File: src/rtl/rx_spatial_cb.sv
// rx_spatial_cb
//   Receive-side spatial channel-bonding merge. Each of N_CHANNEL lanes delivers
//   one DWIDTH_IN slice per transfer into its own skew FIFO. Slices are merged
//   from the FIFO heads into one DWIDTH_OUT AXI-Stream beat, and tkeep is rebuilt
//   from the per-slice byte counts.
//
// Ports
//   clk, rst_n          clock, asynchronous active-low reset
//   s_axis_tdata[i]     lane i slice
//   s_axis_byte_cnt[i]  valid bytes in lane i slice, counted from the slice MSB
//   s_axis_tlast[i]     lane i slice is the final slice of a packet
//   s_axis_tvalid[i]    lane i valid
//   s_axis_tready[i]    lane i ready (registered; low when FIFO i is full)
//   m_axis_*            merged output stream, single register stage
//   lane_err            sticky framing error flag
//
// Handshake: a transfer happens on a rising clk edge when valid and ready are
// both high. Valid never depends on ready. The output holds its payload while
// valid is high and ready is low.
module rx_spatial_cb #(
    parameter int DWIDTH_IN  = 240,
    parameter int DWIDTH_OUT = 240,
    parameter int N_CHANNEL  = 1,
    parameter int FIFO_DEPTH = 8
) (
    input  logic                                clk,
    input  logic                                rst_n,
    input  logic [N_CHANNEL-1:0][DWIDTH_IN-1:0] s_axis_tdata,
    input  logic [N_CHANNEL-1:0][7:0]           s_axis_byte_cnt,
    input  logic [N_CHANNEL-1:0]                s_axis_tlast,
    input  logic [N_CHANNEL-1:0]                s_axis_tvalid,
    output logic [N_CHANNEL-1:0]                s_axis_tready,
    output logic [DWIDTH_OUT-1:0]               m_axis_tdata,
    output logic [DWIDTH_OUT/8-1:0]             m_axis_tkeep,
    output logic                                m_axis_tlast,
    output logic                                m_axis_tvalid,
    input  logic                                m_axis_tready,
    output logic                                lane_err
);

    localparam int NB = DWIDTH_IN / 8;
    localparam int PW = (FIFO_DEPTH > 1) ? $clog2(FIFO_DEPTH) : 1;
    localparam int CW = PW + 1;
    localparam int EW = DWIDTH_IN + 9;  // {data, byte_cnt, tlast}
    localparam int KW = DWIDTH_OUT / 8;

    // Per-lane skew FIFO storage and pointers
    logic [EW-1:0]                  mem_q [N_CHANNEL][FIFO_DEPTH];
    logic [N_CHANNEL-1:0][PW-1:0]   wr_ptr_q, wr_ptr_d, rd_ptr_q, rd_ptr_d;
    logic [N_CHANNEL-1:0][CW-1:0]   cnt_q, cnt_d;
    logic [N_CHANNEL-1:0]           in_rdy_q, in_rdy_d;
    logic [N_CHANNEL-1:0]           push, pop;

    // FIFO heads
    logic [N_CHANNEL-1:0][DWIDTH_IN-1:0] head_data;
    logic [N_CHANNEL-1:0][7:0]           head_cnt;
    logic [N_CHANNEL-1:0]                head_last;

    // Beat assembly
    logic [N_CHANNEL-1:0] part;
    logic [N_CHANNEL-1:0] frame_bad;
    logic                 beat_rdy, beat_last, scan_stop, load;

    // Output register stage
    logic [DWIDTH_OUT-1:0] tdata_q, tdata_d;
    logic [KW-1:0]         tkeep_q, tkeep_d;
    logic                  tlast_q, tlast_d;
    logic                  tvalid_q, tvalid_d;
    logic                  err_q, err_d;

    always_comb begin
        for (int i = 0; i < N_CHANNEL; i++) begin
            {head_data[i], head_cnt[i], head_last[i]} = mem_q[i][rd_ptr_q[i]];
        end
    end

    // Scan from the top lane down. The first head carrying tlast closes the
    // beat; an empty lane met before that means the beat is not complete yet.
    always_comb begin
        part      = '0;
        beat_rdy  = 1'b1;
        beat_last = 1'b0;
        scan_stop = 1'b0;
        for (int i = N_CHANNEL - 1; i >= 0; i--) begin
            if (!scan_stop) begin
                if (cnt_q[i] == '0) begin
                    beat_rdy  = 1'b0;
                    scan_stop = 1'b1;
                end else begin
                    part[i] = 1'b1;
                    if (head_last[i]) begin
                        beat_last = 1'b1;
                        scan_stop = 1'b1;
                    end
                end
            end
        end
    end

    assign load = beat_rdy & (~tvalid_q | m_axis_tready);

    always_comb begin
        for (int i = 0; i < N_CHANNEL; i++) begin
            push[i]      = s_axis_tvalid[i] & in_rdy_q[i];
            pop[i]       = load & part[i];
            wr_ptr_d[i]  = wr_ptr_q[i] + PW'(push[i]);
            rd_ptr_d[i]  = rd_ptr_q[i] + PW'(pop[i]);
            cnt_d[i]     = cnt_q[i] + CW'(push[i]) - CW'(pop[i]);
            // Ready follows the next occupancy, so a full FIFO never sees a push.
            in_rdy_d[i]  = (cnt_d[i] != CW'(FIFO_DEPTH));
            frame_bad[i] = part[i] & ~head_last[i] & (head_cnt[i] != 8'(NB));
        end
    end

    always_comb begin
        tdata_d  = tdata_q;
        tkeep_d  = tkeep_q;
        tlast_d  = tlast_q;
        tvalid_d = tvalid_q;
        err_d    = err_q | (load & (|frame_bad));
        if (load) begin
            tdata_d  = '0;
            tkeep_d  = '0;
            tlast_d  = beat_last;
            tvalid_d = 1'b1;
            for (int i = 0; i < N_CHANNEL; i++) begin
                if (part[i]) begin
                    tdata_d[i*DWIDTH_IN +: DWIDTH_IN] = head_data[i];
                    // Byte b (0 = LSB) is kept when it lies within the top byte_cnt bytes.
                    for (int b = 0; b < NB; b++) begin
                        tkeep_d[i*NB + b] = (head_cnt[i] > 8'(NB - 1 - b));
                    end
                end
            end
        end else if (m_axis_tready) begin
            tvalid_d = 1'b0;
        end
    end

    // Storage needs no reset; the pointers and counts define what is valid.
    always_ff @(posedge clk) begin
        for (int i = 0; i < N_CHANNEL; i++) begin
            if (push[i]) begin
                mem_q[i][wr_ptr_q[i]] <= {s_axis_tdata[i], s_axis_byte_cnt[i], s_axis_tlast[i]};
            end
        end
    end

    always_ff @(posedge clk or negedge rst_n) begin
        if (!rst_n) begin
            wr_ptr_q <= '0;
            rd_ptr_q <= '0;
            cnt_q    <= '0;
            in_rdy_q <= '0;
            tdata_q  <= '0;
            tkeep_q  <= '0;
            tlast_q  <= 1'b0;
            tvalid_q <= 1'b0;
            err_q    <= 1'b0;
        end else begin
            wr_ptr_q <= wr_ptr_d;
            rd_ptr_q <= rd_ptr_d;
            cnt_q    <= cnt_d;
            in_rdy_q <= in_rdy_d;
            tdata_q  <= tdata_d;
            tkeep_q  <= tkeep_d;
            tlast_q  <= tlast_d;
            tvalid_q <= tvalid_d;
            err_q    <= err_d;
        end
    end

    assign s_axis_tready = in_rdy_q;
    assign m_axis_tdata  = tdata_q;
    assign m_axis_tkeep  = tkeep_q;
    assign m_axis_tlast  = tlast_q;
    assign m_axis_tvalid = tvalid_q;
    assign lane_err      = err_q;

endmodule

File: config.mk
export PLATFORM = sky130hd
export DESIGN_NAME = rx_spatial_cb
export DESIGN_NICKNAME = d
export VERILOG_FILES = /design/src/rtl/rx_spatial_cb.sv
export SDC_FILE = /design/constraint.sdc
export NUM_CORES = 2
export LEC_CHECK = 0
export CORE_MARGIN = 2
export CORE_UTILIZATION = 50
export CTS_BUF_LIST = sky130_fd_sc_hd__clkbuf_4 sky130_fd_sc_hd__clkbuf_8 sky130_fd_sc_hd__clkbuf_16
export DETAILED_ROUTE_END_ITERATION = 6
export GPL_TIMING_DRIVEN = 0
export HOLD_SLACK_MARGIN = 0.12
export PLACE_DENSITY_LB_ADDON = 0.15
export RECOVER_POWER = 50
export SLEW_MARGIN = 20
export SYNTH_ARGS = -nofsm -noshare
export SYNTH_HDL_FRONTEND = slang
export SYNTH_SLANG_ARGS = --single-unit
File: constraint.sdc
create_clock -name clk -period 30.6 [get_ports clk]
set_input_delay 4.59 -clock clk [delete_from_list [all_inputs] [get_ports clk]]
set_output_delay 4.59 -clock clk [all_outputs]
set_load 0.03 [all_outputs]
# Yosys cells after proc, flatten, opt, wreduce, memory -nomap -nowiden
# Memory sizes are Yosys's and may differ from the RTL's.
# Index checks and enable logic that the tools add are counted.
# W data, S select, Z words.
# word_totals
in_bits	253
register_bits	284
output_inout_bits	274
n_memories	1
word_cells	78
ram_bits	1992
# op_classes
magnitude_cmp	33
n_reduce_logical	3
eq_ne	2
bitwise	12
n_mux	14
add_sub_neg	4
# mem_list
name	depth	width	read_ports	rd_clocked_by_memory_dff	write_ports	line_no	text
mem_q	1	1992	1	0	1	48	logic [EW-1:0] mem_q [N_CHANNEL][FIFO_DEPTH];
# op_table
op	count
$mux W1992	1
$bmux W249 S3	1
$demux W249 S3	1
$mux W249	3
$mux W240	1
$gt A8 B5 Y1 const B	14
$gt A8 B4 Y1 const B	8
$gt A8 B3 Y1 const B	4
$mux W30	1
$gt A8 B1 Y1 const B	2
$gt A8 B2 Y1 const B	2
$ge A4 B4 Y1 const B	2
$ne A8 B5 Y1 const B	1
$not A3 Y4	2
$add A3 B1 Y3	2
$and A1 B1 Y1	6
$mux W1	6
$add A4 B1 Y4	1
$logic_not A4 Y1	1
$lt A4 B1 Y1 const B	1
$ne A4 B4 Y1 const B	1
$sub A4 B1 Y4	1
$not A1 Y1	2
$or A1 B1 Y1	2
2 further kinds	2

# Longest topological paths before layout
# depth
word_depth	9
ltp_mapped	13

# Worst setup path after synthesis
# No wires, ideal clock.
# synth_timing
path_kind	input to register
startpoint	input s_axis_tvalid
endpoint	memory mem_q[0][1245] in the netlist's numbering, enable pin
setup_time_ns	1.553
n_path_buf	0
slack_ns	-0.996
cell_stages	2
required_ns	29.047
t_arrival_ns	30.043
path_cell_list	nand2_1 > nor4b_1
# synth_between
elab_chain_cells	3
# synth_lines
element	line_no	text
start, declared	31	input logic [N_CHANNEL-1:0] s_axis_tvalid,
$and A1 B1 Y1	104	push[i] = s_axis_tvalid[i] & in_rdy_q[i];
$mux W1	143	if (push[i]) begin
$mux W1992 (implied by the code)	144	mem_q[i][wr_ptr_q[i]] <= {s_axis_tdata[i], s_axis_byte_cnt[i], s_axis_tlast[i]};
end, declared	48	
# Every way passes these cells.

==> impl_metrics.toml <==
[finish]
fin_area_sq_um = 103000
final_common_cell = "edfxtp_1"
final_util = 0.618
multiInputGateArea_sq_um = 16600
layout_common_cells = "edfxtp_1, mux4_2, dfrtp_1"
area_delta_synth_final_pct = 22.4
fillCellCount = 11900
drive_gt1_frac = 0.257
regArea_sq_um = 66900
final_nets = 5178

[timing]
finClkSkew_ns = 0.0320
slew_headroom = -2.21
max_freq_ghz = 0.0771
whs_ns = 0.494
drv_slew = 303
min_period_ns = 12.98
period_share = 0.424
worst_pin_slew_ns = 4.82
layout_setup_ws_ns = 17.62
setup_violations = 0
rsz0062_at_grt = "false"
fin_setup_tns_ns = 0
hold_viol = 0

[cts]
cts_buffers = 227
cts.clk_slew.worst_paths_ns = 0.06
cts.sinks = 2276
tritoncts = "yes"
hold_buffers = 0
post_cts_buffers = 0
cts-root-buf = "clkbuf_16"
cts-resized-gates = 0
htreeDepth = 4
clockBufferDepth = 3
clock_latency_ns = 0.85

[power_and_ir_drop]
power_density_nw_per_um2 = 99.8
ir_drop_uv = 64.6
power.leakage_nw = 35.3

[placement]
place_ws_ns = 21.65
globalplace.congestion = 0.774
hpwlAfterDp_mm = 139
port_buffers = 526
place_area_sq_um = 95700

[grt]
grt_max_degree = 72
antenna_found_initial = 113
grt_overflow = 0
grt_usage = 0.237
grt_pass1_vias = 42700
grt_pass1_wl_mm = 297

[critical_path]
cp_max_fo = 71
cp_data_arrival_time_ns = 12.77
critPathMaxStageDelay_ns = 3.41
cp_slowest_cell = "clkbuf_1"
start_kind = "input pin"
startpoint = "rst_n"
worst_setup_path_end_kind = "async pin"
crit_required_ns = 30.39
r2r_start = "cnt_q[2]"
worstPathCellList = "clkbuf_1, clkbuf_1, clkbuf_1"
ff2ff_setup_slack_ns = 26.10
path_class = "input pin to async pin"
cpMostUsedCell = "clkbuf_1"

[detailed_routing]
wl_mm = 204
drtPass1Iterations = 7
detail-route-antenna-nets = 0
via_count = 42000
detailedRoute.firstIterationViolations = 3810
vias_per_cell = 5.70
post_drt_wl_per_cell_um = 27.6
post-route-drc-count = 0

[logic_synthesis]
ys_warn_count = 0
synth_fp_nets = 4099
syn-cell-area_sq_um = 84500
synth_edf_count = 1992
seq_area_frac_synth = 0.792
synth.avg_cell_area_sq_um = 22.0
synth_top_flop_cell = "edfxtp_1"
synth_seq_cells = 2276
ys_types = 51
netlist_instances = 3836
async_flop_share = 0.125

[floorplanning]
core_region_area_sq_um = 167000
die_w_um = 415
die-area_sq_um = 172000
pin_count = 527
die-height_um = 415
start_util = 0.505
rows = 150

[run]
maxCapViolCount = 6

[min_path]
min-delay-start = "m_axis_tkeep[14]"
hold_class = "flop to flop"

[status]
status = "finished, violations left"
violations = "max-capacitance violations, max-slew violations"
metrics by stage:
step	instances	total power, mW
detailed placement	6890	7.61
floorplan	3836	6.44
global route	7347	10.8
CTS	7326	10.5
finish	7375	10.3
global placement	6566	7.95
final cells by class:
type                       count  share of cell area
timing repair buffer         850              0.0789
antenna                       49             0.00119
clock inverter                73             0.00750
buffer                       202             0.00892
sequential                  2276               0.647
tap                         2204              0.0267
clock buffer                 363              0.0686
multi-input combinational   1347               0.161
inverter                      11            0.000399
where the power goes:
| group | total, mW | switching (mW) | internal, mW |
|---|---|---|---|
| Clock | 2.85 | 1.15 | 1.70 |
| Sequential | 4.15 | 0.187 | 3.96 |
| Combinational | 3.32 | 1.90 | 1.42 |
metal layers:
metal | vias to the layer above | GRT usage | wire (um)
met3 | 418 | 0.0434 | 11500
met1 | 22300 | 0.320 | 82800
met4 | 48 | 0.0766 | 7130
met5 | - | 0 | 304
met2 | 1288 | 0.395 | 102000
li1 | 18000 | - | -
kinds of logic after synthesis:
family,after synthesis,share of synthesized area
and+or+nand+nor,296,0.0142
adders and majority gates,10,0.00157
xor gates and xnor gates,4,0.000415
AOI/OAI and AO/OA,295,0.0192
DFF,2276,0.792
buffers and inverters,213,0.0112
muxes,742,0.161
flip-flops by register name (all words and copies together), names as in the netlist:
register       cells
m_axis_tlast       1
m_axis_tdata     240
cnt_q              4
rd_ptr_q           3
mem_q           1992
s_axis_tready      1
wr_ptr_q           3
m_axis_tkeep      30
m_axis_tvalid      1
lane_err           1
path summary, 6_finish.rpt:
path / to / cells after the start
hold reg to reg: m_axis_tkeep[14] / 1
setup / recovery: m_axis_tdata[70] / 3
max in group clk: s_axis_tready / 12
hold / removal: m_axis_tkeep[14] / 1
min in group asynchronous: m_axis_tdata[191] / 1
setup reg to reg: s_axis_tready / 13
Yosys cell counts, types with 2 or more instances:
master    number  area, sq um
a21oi_1      252         1260
a31oi_1        6         37.5
a41oi_1        3         26.3
buf_1         21         78.8
buf_2         73          365
buf_4         11         82.6
buf_6          2         22.5
clkbuf_1      95          357
dfrtp_1      284         7110
edfxtp_1    1992        59800
ha_1           9          113
inv_1         10         37.5
mux2_2         3         33.8
mux2i_1      245         2450
mux4_2       493        11100
nand2_1        7         26.3
nor2_1       261          980
nor2b_1        2         12.5
nor3_1         6         30.0
nor3b_1        3         22.5
nor4b_1        2         17.5
o211ai_1       2         15.0
o21a_1         3         22.5
o21ai_0        2         10.0
o21ai_1        2         10.0
o22a_1        18          158
or2_1          2         12.5
or2_2          2         12.5
xor2_1         3         26.3
critical path, delay by kind of cell:
kind	cells	cell delay (ns)
buf+inv	3	7.87
No activity file was read; power rests on OpenSTA's default activity.
